## src/rtl/audio_pkg.sv

```systemverilog
// Shared audio definitions used by the I2S transmit, receive and DSP paths.
package audio_pkg;

  localparam int SAMPLE_W_DEFAULT = 16;

  typedef enum logic [1:0] {
    S_WAIT  = 2'd0,
    S_DELAY = 2'd1,
    S_SHIFT = 2'd2,
    S_PAD   = 2'd3
  } tx_state_t;

endpackage

```

## src/rtl/i2s_dac_tx.sv

```systemverilog
// I2S transmitter toward the codec DAC: double-buffers a left/right pair and
// shifts it out MSB-first with the standard one-bit delay after each LRCK edge.
module i2s_dac_tx
  import audio_pkg::*;
#(
  parameter int SAMPLE_W = SAMPLE_W_DEFAULT,
  parameter int HALF_MIN = 18
) (
  input  logic                i_clk,
  input  logic                i_rst,
  input  logic                i_lrck,
  input  logic                i_valid,
  input  logic [SAMPLE_W-1:0] i_data,
  input  logic                i_mono,
  output logic                o_dacdat,
  output logic                o_ready,
  output logic                o_underrun,
  output logic                o_overflow
);

  localparam int   CNT_W  = $clog2(SAMPLE_W + 1);
  localparam logic SLOT_L = 1'b0;
  localparam logic SLOT_R = 1'b1;

  // A half shorter than the delay slot plus one slot per bit cannot carry a full word.
  if (HALF_MIN < SAMPLE_W + 1) begin : g_half_min_check
    $error("i2s_dac_tx: HALF_MIN too small for SAMPLE_W");
  end

  logic                lrck_q;
  logic                edge_det;
  logic                left_edge;
  logic                right_edge;
  logic                wr_ok;
  logic                pfull;
  logic                slot;
  logic                sel_r;
  logic [SAMPLE_W-1:0] pl;
  logic [SAMPLE_W-1:0] pr;
  logic [SAMPLE_W-1:0] al;
  logic [SAMPLE_W-1:0] ar;
  logic [SAMPLE_W-1:0] word;
  logic [SAMPLE_W-1:0] sh;
  logic [CNT_W-1:0]    cnt;
  tx_state_t           state;

  // lrck_q keeps following i_lrck through reset, so a release mid-half sees no false edge.
  always_ff @(posedge i_clk) begin
    lrck_q <= i_lrck;
  end

  assign edge_det   = (i_lrck != lrck_q);
  assign left_edge  = edge_det & ~i_lrck;
  assign right_edge = edge_det & i_lrck;
  assign wr_ok      = i_valid & ~pfull;
  assign o_ready    = ~pfull;
  assign word       = sel_r ? ar : al;

  // The left-edge transfer reads the pending pair before any same-cycle write lands.
  always_ff @(posedge i_clk or posedge i_rst) begin
    if (i_rst) begin
      pl         <= '0;
      pr         <= '0;
      al         <= '0;
      ar         <= '0;
      pfull      <= 1'b0;
      slot       <= SLOT_L;
      o_underrun <= 1'b0;
      o_overflow <= 1'b0;
    end else begin
      o_underrun <= 1'b0;
      o_overflow <= i_valid & pfull;
      if (left_edge) begin
        if (pfull) begin
          al    <= pl;
          ar    <= pr;
          pfull <= 1'b0;
        end else begin
          al         <= '0;
          ar         <= '0;
          o_underrun <= 1'b1;
        end
      end
      if (wr_ok) begin
        if (i_mono) begin
          pl    <= i_data;
          pr    <= i_data;
          pfull <= 1'b1;
        end else if (slot == SLOT_L) begin
          pl   <= i_data;
          slot <= SLOT_R;
        end else begin
          pr    <= i_data;
          pfull <= 1'b1;
          slot  <= SLOT_L;
        end
      end
    end
  end

  // Any accepted edge restarts the word, so a short half simply truncates the previous one.
  always_ff @(posedge i_clk or posedge i_rst) begin
    if (i_rst) begin
      state    <= S_WAIT;
      sel_r    <= 1'b0;
      sh       <= '0;
      cnt      <= '0;
      o_dacdat <= 1'b0;
    end else if (left_edge || (right_edge && state != S_WAIT)) begin
      state    <= S_DELAY;
      sel_r    <= i_lrck;
      cnt      <= '0;
      o_dacdat <= 1'b0;
    end else begin
      case (state)
        S_DELAY: begin
          state    <= S_SHIFT;
          o_dacdat <= word[SAMPLE_W-1];
          sh       <= {word[SAMPLE_W-2:0], 1'b0};
          cnt      <= CNT_W'(SAMPLE_W - 1);
        end
        S_SHIFT: begin
          if (cnt == '0) begin
            state    <= S_PAD;
            o_dacdat <= 1'b0;
          end else begin
            o_dacdat <= sh[SAMPLE_W-1];
            sh       <= {sh[SAMPLE_W-2:0], 1'b0};
            cnt      <= cnt - 1'b1;
          end
        end
        default: begin
          o_dacdat <= 1'b0;
        end
      endcase
    end
  end

endmodule

```

## config.mk

```make
export PLATFORM = sky130hd
export DESIGN_NAME = i2s_dac_tx
export DESIGN_NICKNAME = d
export VERILOG_FILES = /design/src/rtl/audio_pkg.sv /design/src/rtl/i2s_dac_tx.sv
export SDC_FILE = /design/constraint.sdc
export NUM_CORES = 1
export LEC_CHECK = 0
export CORE_AREA = 2 2 84 86
export DETAILED_ROUTE_END_ITERATION = 10
export DIE_AREA = 0 0 86 88
export PLACE_DENSITY = 0.82
export SETUP_SLACK_MARGIN = 0.5
export SLEW_MARGIN = 20
export SYNTH_ARGS = -nofsm -noshare
export SYNTH_HDL_FRONTEND = slang
export SYNTH_SLANG_ARGS = --single-unit
```

## constraint.sdc

```tcl
create_clock -name i_clk -period 7.4 [get_ports i_clk]
set_input_delay 1.48 -clock i_clk [delete_from_list [all_inputs] [get_ports i_clk]]
set_output_delay 1.48 -clock i_clk [all_outputs]
set_load 0.005 [all_outputs]
```

Word level (Yosys, flattened, before mapping) --
Cells that the tools add are included.
Cells by class: eq/ne operators 7, bitwise operators 8, muxes and demuxes 25, $add $sub $neg 1, reductions and logical operators 13
Operators with widths (number):
- two-way mux 16 bit | 8
- case mux 16 bit (2 select lines) | 1
- two-way mux 5 bit | 2
- case mux 5 bit (2 select lines) | 1
- AND reduction 2 bit | 5
- two-way mux 1 bit | 9
- inequality test 3 bit, second input constant | 2
- nonzero test 2 bit | 3
- zero test 5 bit | 1
- subtractor 5 x 1 -> 5 bit, second input constant | 1
- bitwise AND 1 bit | 4
- two-way mux 2 bit | 2
- inequality test 2 bit, second input constant | 2
- NOT 1 bit | 4
- case mux 2 bit (2 select lines) | 1
- AND reduction 3 bit | 1
- nonzero test 3 bit | 1
- == test 2 x 1 -> 1 bit, second input constant | 1
- == test 2 bit, second input constant | 1
- case mux 1 bit (2 select lines) | 1
- logical AND 1 bit | 1
- logical OR 1 bit | 1
- inequality test 1 bit | 1
Word-level totals: input bits 21, output and inout port bits 4, register bits 94, logic and storage cells 68

Logic depth before layout (Yosys ltp) --
depth in word-level cells 6, mapped depth 7, depth with buffers taken out 5

Least setup slack after synthesis --
No wires, ideal clock.
path kind in2reg, start point in i_lrck, end point reg sh[15], stages 4, path buffers 1, data arrival time 2.635 ns, data required time 7.275 ns, setup time 0.125 ns, slack 4.640 ns, cell sequence nor3b_1 a2111oi_4 buf_6 mux2_4
Between the ends: word-level cells in the longest chain between the ends 6, elaborated cells between the ends (all ways) 8, those cells by class eq/ne (1); bitwise (4); reduce/logical (3)
Ends and longest elaborated chain:
- start, declared | line i2s_dac_tx.sv:11 | input logic i_lrck,
- inequality test 1 bit | line i2s_dac_tx.sv:52 | assign edge_det = (i_lrck != lrck_q);
- bitwise AND 1 bit | line i2s_dac_tx.sv:54 | assign right_edge = edge_det & i_lrck;
- logical AND 1 bit | line i2s_dac_tx.sv:109 | end else if (left_edge || (right_edge && state != S_WAIT)) begin
- logical OR 1 bit * | line i2s_dac_tx.sv:109
- NOT 1 bit (no line) *
- AND reduction 3 bit (no line) *
- end signal, assigned | line i2s_dac_tx.sv:119 | sh <= {word[SAMPLE_W-2:0], 1'b0};
- end signal, assigned | line i2s_dac_tx.sv:128 | sh <= {sh[SAMPLE_W-2:0], 1'b0};
- end, declared | line i2s_dac_tx.sv:43 | logic [SAMPLE_W-1:0] sh;
Every way passes the cells marked *; elsewhere a longest branch is shown, timed or not. A chain may end at the register's enable or synchronous reset.

Final worst setup path --
start point reg pfull, end point out o_ready
Between the ends: word-level cells in the longest chain between the ends 1
Ends and longest elaborated chain:
- start, declared | line i2s_dac_tx.sv:35 | logic pfull;
- start signal, assigned | line i2s_dac_tx.sv:66 | pfull <= 1'b0;
- start signal, assigned | line i2s_dac_tx.sv:77 | pfull <= 1'b0;
- start signal, assigned | line i2s_dac_tx.sv:88 | pfull <= 1'b1;
- NOT 1 bit | line i2s_dac_tx.sv:56 | assign o_ready = ~pfull;
- end, declared | line i2s_dac_tx.sv:16 | output logic o_ready,
Every way passes these cells.

==> results by group <==
Synthesis
  – Post-Synth Adder-Cell Area: 1.23%
  – Synth Area in Compound Gates: 5.05%
  – Cell area after technology mapping: 4060 um^2
  – Number of enable flip-flop cells after synthesis: 0
  – Async set or reset register ratio after synthesis: a little over nine tenths
  – Main combinational cell family by area after synthesis: multiplexers
  – Syn Inst Count: 357
  – Simple-Gate Fraction of Synth Area: 15.0%
  – Register area share after synthesis: between 50% and 60%
  – Top FF cell, synth: dfrtp_1
  – Distinct cells, synth: 40
  – Synthesized area per cell: 11.4 um^2
  – Synth Warn #: 0
  – Mux contribution to synthesized area: around 18%
  – Post-Synth XOR/XNOR Area: less than 1%
  – Syn_nets: about 380
  – #FFs+latches synth: 93

Detailed routing
  – Drt drc: 0
  – Vias per std cell: 5.65
  – Wirelength per Cell: 15.7 um
  – Via count: 2587
  – DRT iter0 DRCs: 193
  – Drt pass-1 iters: 4
  – Final WL: 7170 um
  – DRT antenna net count: 0

Place
  – GPL Wtd Cong: 0.779
  – Port buffer count: 24
  – Final HPWL DP: around 4700 um

Setup path
  – CP Launch Type: flop
  – Worst Path Max Fanout: 36
  – Worst reg2reg path depth: 6
  – Worst Path Required: between 5 and 6 ns
  – Crit path kind: flop to output port
  – Worst Setup End Kind: output port
  – Critical Path AT: 1.78 ns

Timing
  – Unrepaired setup endpoints after global routing: no
  – Final Skew: 0.0126 ns
  – Final period util: 44.1%
  – Setup TNS Final: 0 ns
  – Slew HR: 30.9%
  – Final Hold Viols: 0
  – Setup violators final: 0
  – Maximum clock rate: 306 MHz
  – Hold WS: 0.473 ns
  – Worst-margin pin slew: 1.04 ns
  – Min Tclk post-route: roughly 3.3 ns
  – Max Slew Vio Count: 0

Final layout
  – # diodes: 0
  – NumNets Final: 398
  – Multi-input gate area: ~1600 um^2
  – Commonest non-fill, non-tap cell in the layout: dfrtp_1
  – Storage cell area: around 2300 um^2
  – Most frequent cells in the layout: dfrtp_1 (91), nand2_1 (81), nand3_1 (32), clkdlybuf4s50_1 (24), mux2_2 (23)
  – Fillcell total: about 460
  – Layout cells sized above 1: 16.1%
  – Layout area overhead: 12.7%

Die
  – # rows: 30
  – IO Count: 25
  – Die height: 88 um
  – Initial core utilization: 61.1%
  – Core area: 6640 um^2
  – Full die area: 7570 um^2
  – Overall die width: about 86 um

Clock tree
  – Htree depth: 3
  – Post-CTS sizing: 0
  – CTS Buf Count: 9
  – Clk slew on worst S/H paths: 0.09 ns
  – CTS Root Cell: clkbuf_8
  – Buffer depth of the longest clock path: 2
  – Post-CTS Hold Fix Bufs: 0
  – Clk_lat worst skew: 0.37 ns
  – Clock sink total: 93
  – Setup Fix Bufs, Post-CTS: 0
  – CTS tree: done

Flow run
  – # Max-Cap Violations: 0

Run status
  – Status: finished, final reports clean

Pwr
  – Internal power: 0.00122 W
  – Pwr/cell area: between 300 and 400 nW/um^2
  – Seq pwr share: between 40% and 50%
  – P_sw: 0.000573 W
  – Leak pwr: around 2.2 nW
  – Clock share of power: approximately 23%
  – Worst IR drop on VDD: between 0.0002 and 0.0003 V
  – Sw frac: 31.9%
  – Comb pwr share: around 29%

Global route
  – Largest net degree at the start of global routing: 84
  – GRT Overall Usage: 21.8%
  – Initial antenna violation count: 0
  – Number of global-route vias before repair: 2678
  – First-pass GRT wire length: between 10000 and 15000 um
  – GR Overflow Total: 0

Min path
  – Hold Path Depth: 2
  – Worst hold path type: flop to flop
## area by class of cell
cell class | count | area share, %
multi-input cells | 232 | 35.1
flip-flops and latches | 93 | 50.7
clock buffers | 9 | 2.70
inverters | 10 | 0.847
well taps | 80 | 2.19
clock inverters | 7 | 2.62
repair buffers | 27 | 5.82
## Yosys cell counts (2+ instances only)
library cell,n,area share (%)
dfrtp_1,92,57
nand2_1,81,7.5
nand3_1,32,3.9
mux2_2,23,6.4
o21ai_0,16,2.0
mux2_1,15,4.2
mux2i_1,15,3.7
clkbuf_1,13,1.2
inv_1,10,0.92
mux2_4,10,3.7
nor2_1,6,0.55
buf_2,4,0.49
ha_1,4,1.2
a211oi_1,2,0.37
a21oi_1,2,0.25
a311oi_1,2,0.43
a31oi_1,2,0.31
buf_1,2,0.18
buf_4,2,0.37
nand2b_1,2,0.31
nor2b_1,2,0.31
or4b_1,2,0.49
## kinds of logic after synthesis
logic type | count (synthesis)
flops | 93
compound gates | 30
xor+xnor | 1
simple gates | 134
mux | 63
buf+inv | 32
fa+ha+maj | 4
## worst paths after layout
path                                from  endpoint  slack [ns]
worst max-delay path               pfull   o_ready        4.14
worst min-delay path              ar[12]    ar[12]        0.47
worst max register to register  state[0]     sh[7]        5.03
worst min register to register    ar[12]    ar[12]        0.47
max in group asynchronous          i_rst     pfull        5.13
min in group asynchronous          i_rst  state[0]        1.31
## worst max-delay path, stage by stage (launching register included)
cell and delay, ns:
dfrtp_2 0.80, inv_1 0.14, clkdlybuf4s50_1 0.48
## metrics by stage
stage | utilization, % | instances | area, um^2 | setup WS (ns) | total power (W)
floorplan | - | 357 | 4060 | 3.53 | 0.00127
global placement | 65.1 | 442 | 4330 | 3.99 | 0.00136
detailed placement | 65.1 | 442 | 4330 | 3.92 | 0.00140
CTS | 68.8 | 458 | 4570 | 3.80 | 0.00180
global route | 68.9 | 458 | 4580 | 4.03 | 0.00192
finish | 68.9 | 458 | 4580 | 4.14 | 0.00180
## registers in the layout, summed over array words and instances, names as in the netlist
register    cells
pfull           1
sh             15
ar             16
slot            1
sel_r           1
o_overflow      1
pl             16
state           2
o_dacdat        1
al             16
o_underrun      1
cnt             5
lrck_q          1
pr             16
## power by group through the flow
stage	clock [W]	sequential, W	combinational (W)
after floorplan	0	0.000810	0.000457
after global placement	0	0.000868	0.000491
after detailed placement	0	0.000883	0.000520
after CTS	0.000408	0.000874	0.000522
after global routing	0.000435	0.000904	0.000583
final	0.000404	0.000876	0.000517
## metal layers
layer	routed length (um)	GRT usage, %	share of wire [%]
met1	3450	31.3	48
met2	3400	33.2	47
met3	225	5.56	3.1
met4	87	6.93	1.2
met5	0	0	0
Note: power is estimated with default switching activity, not from simulation.
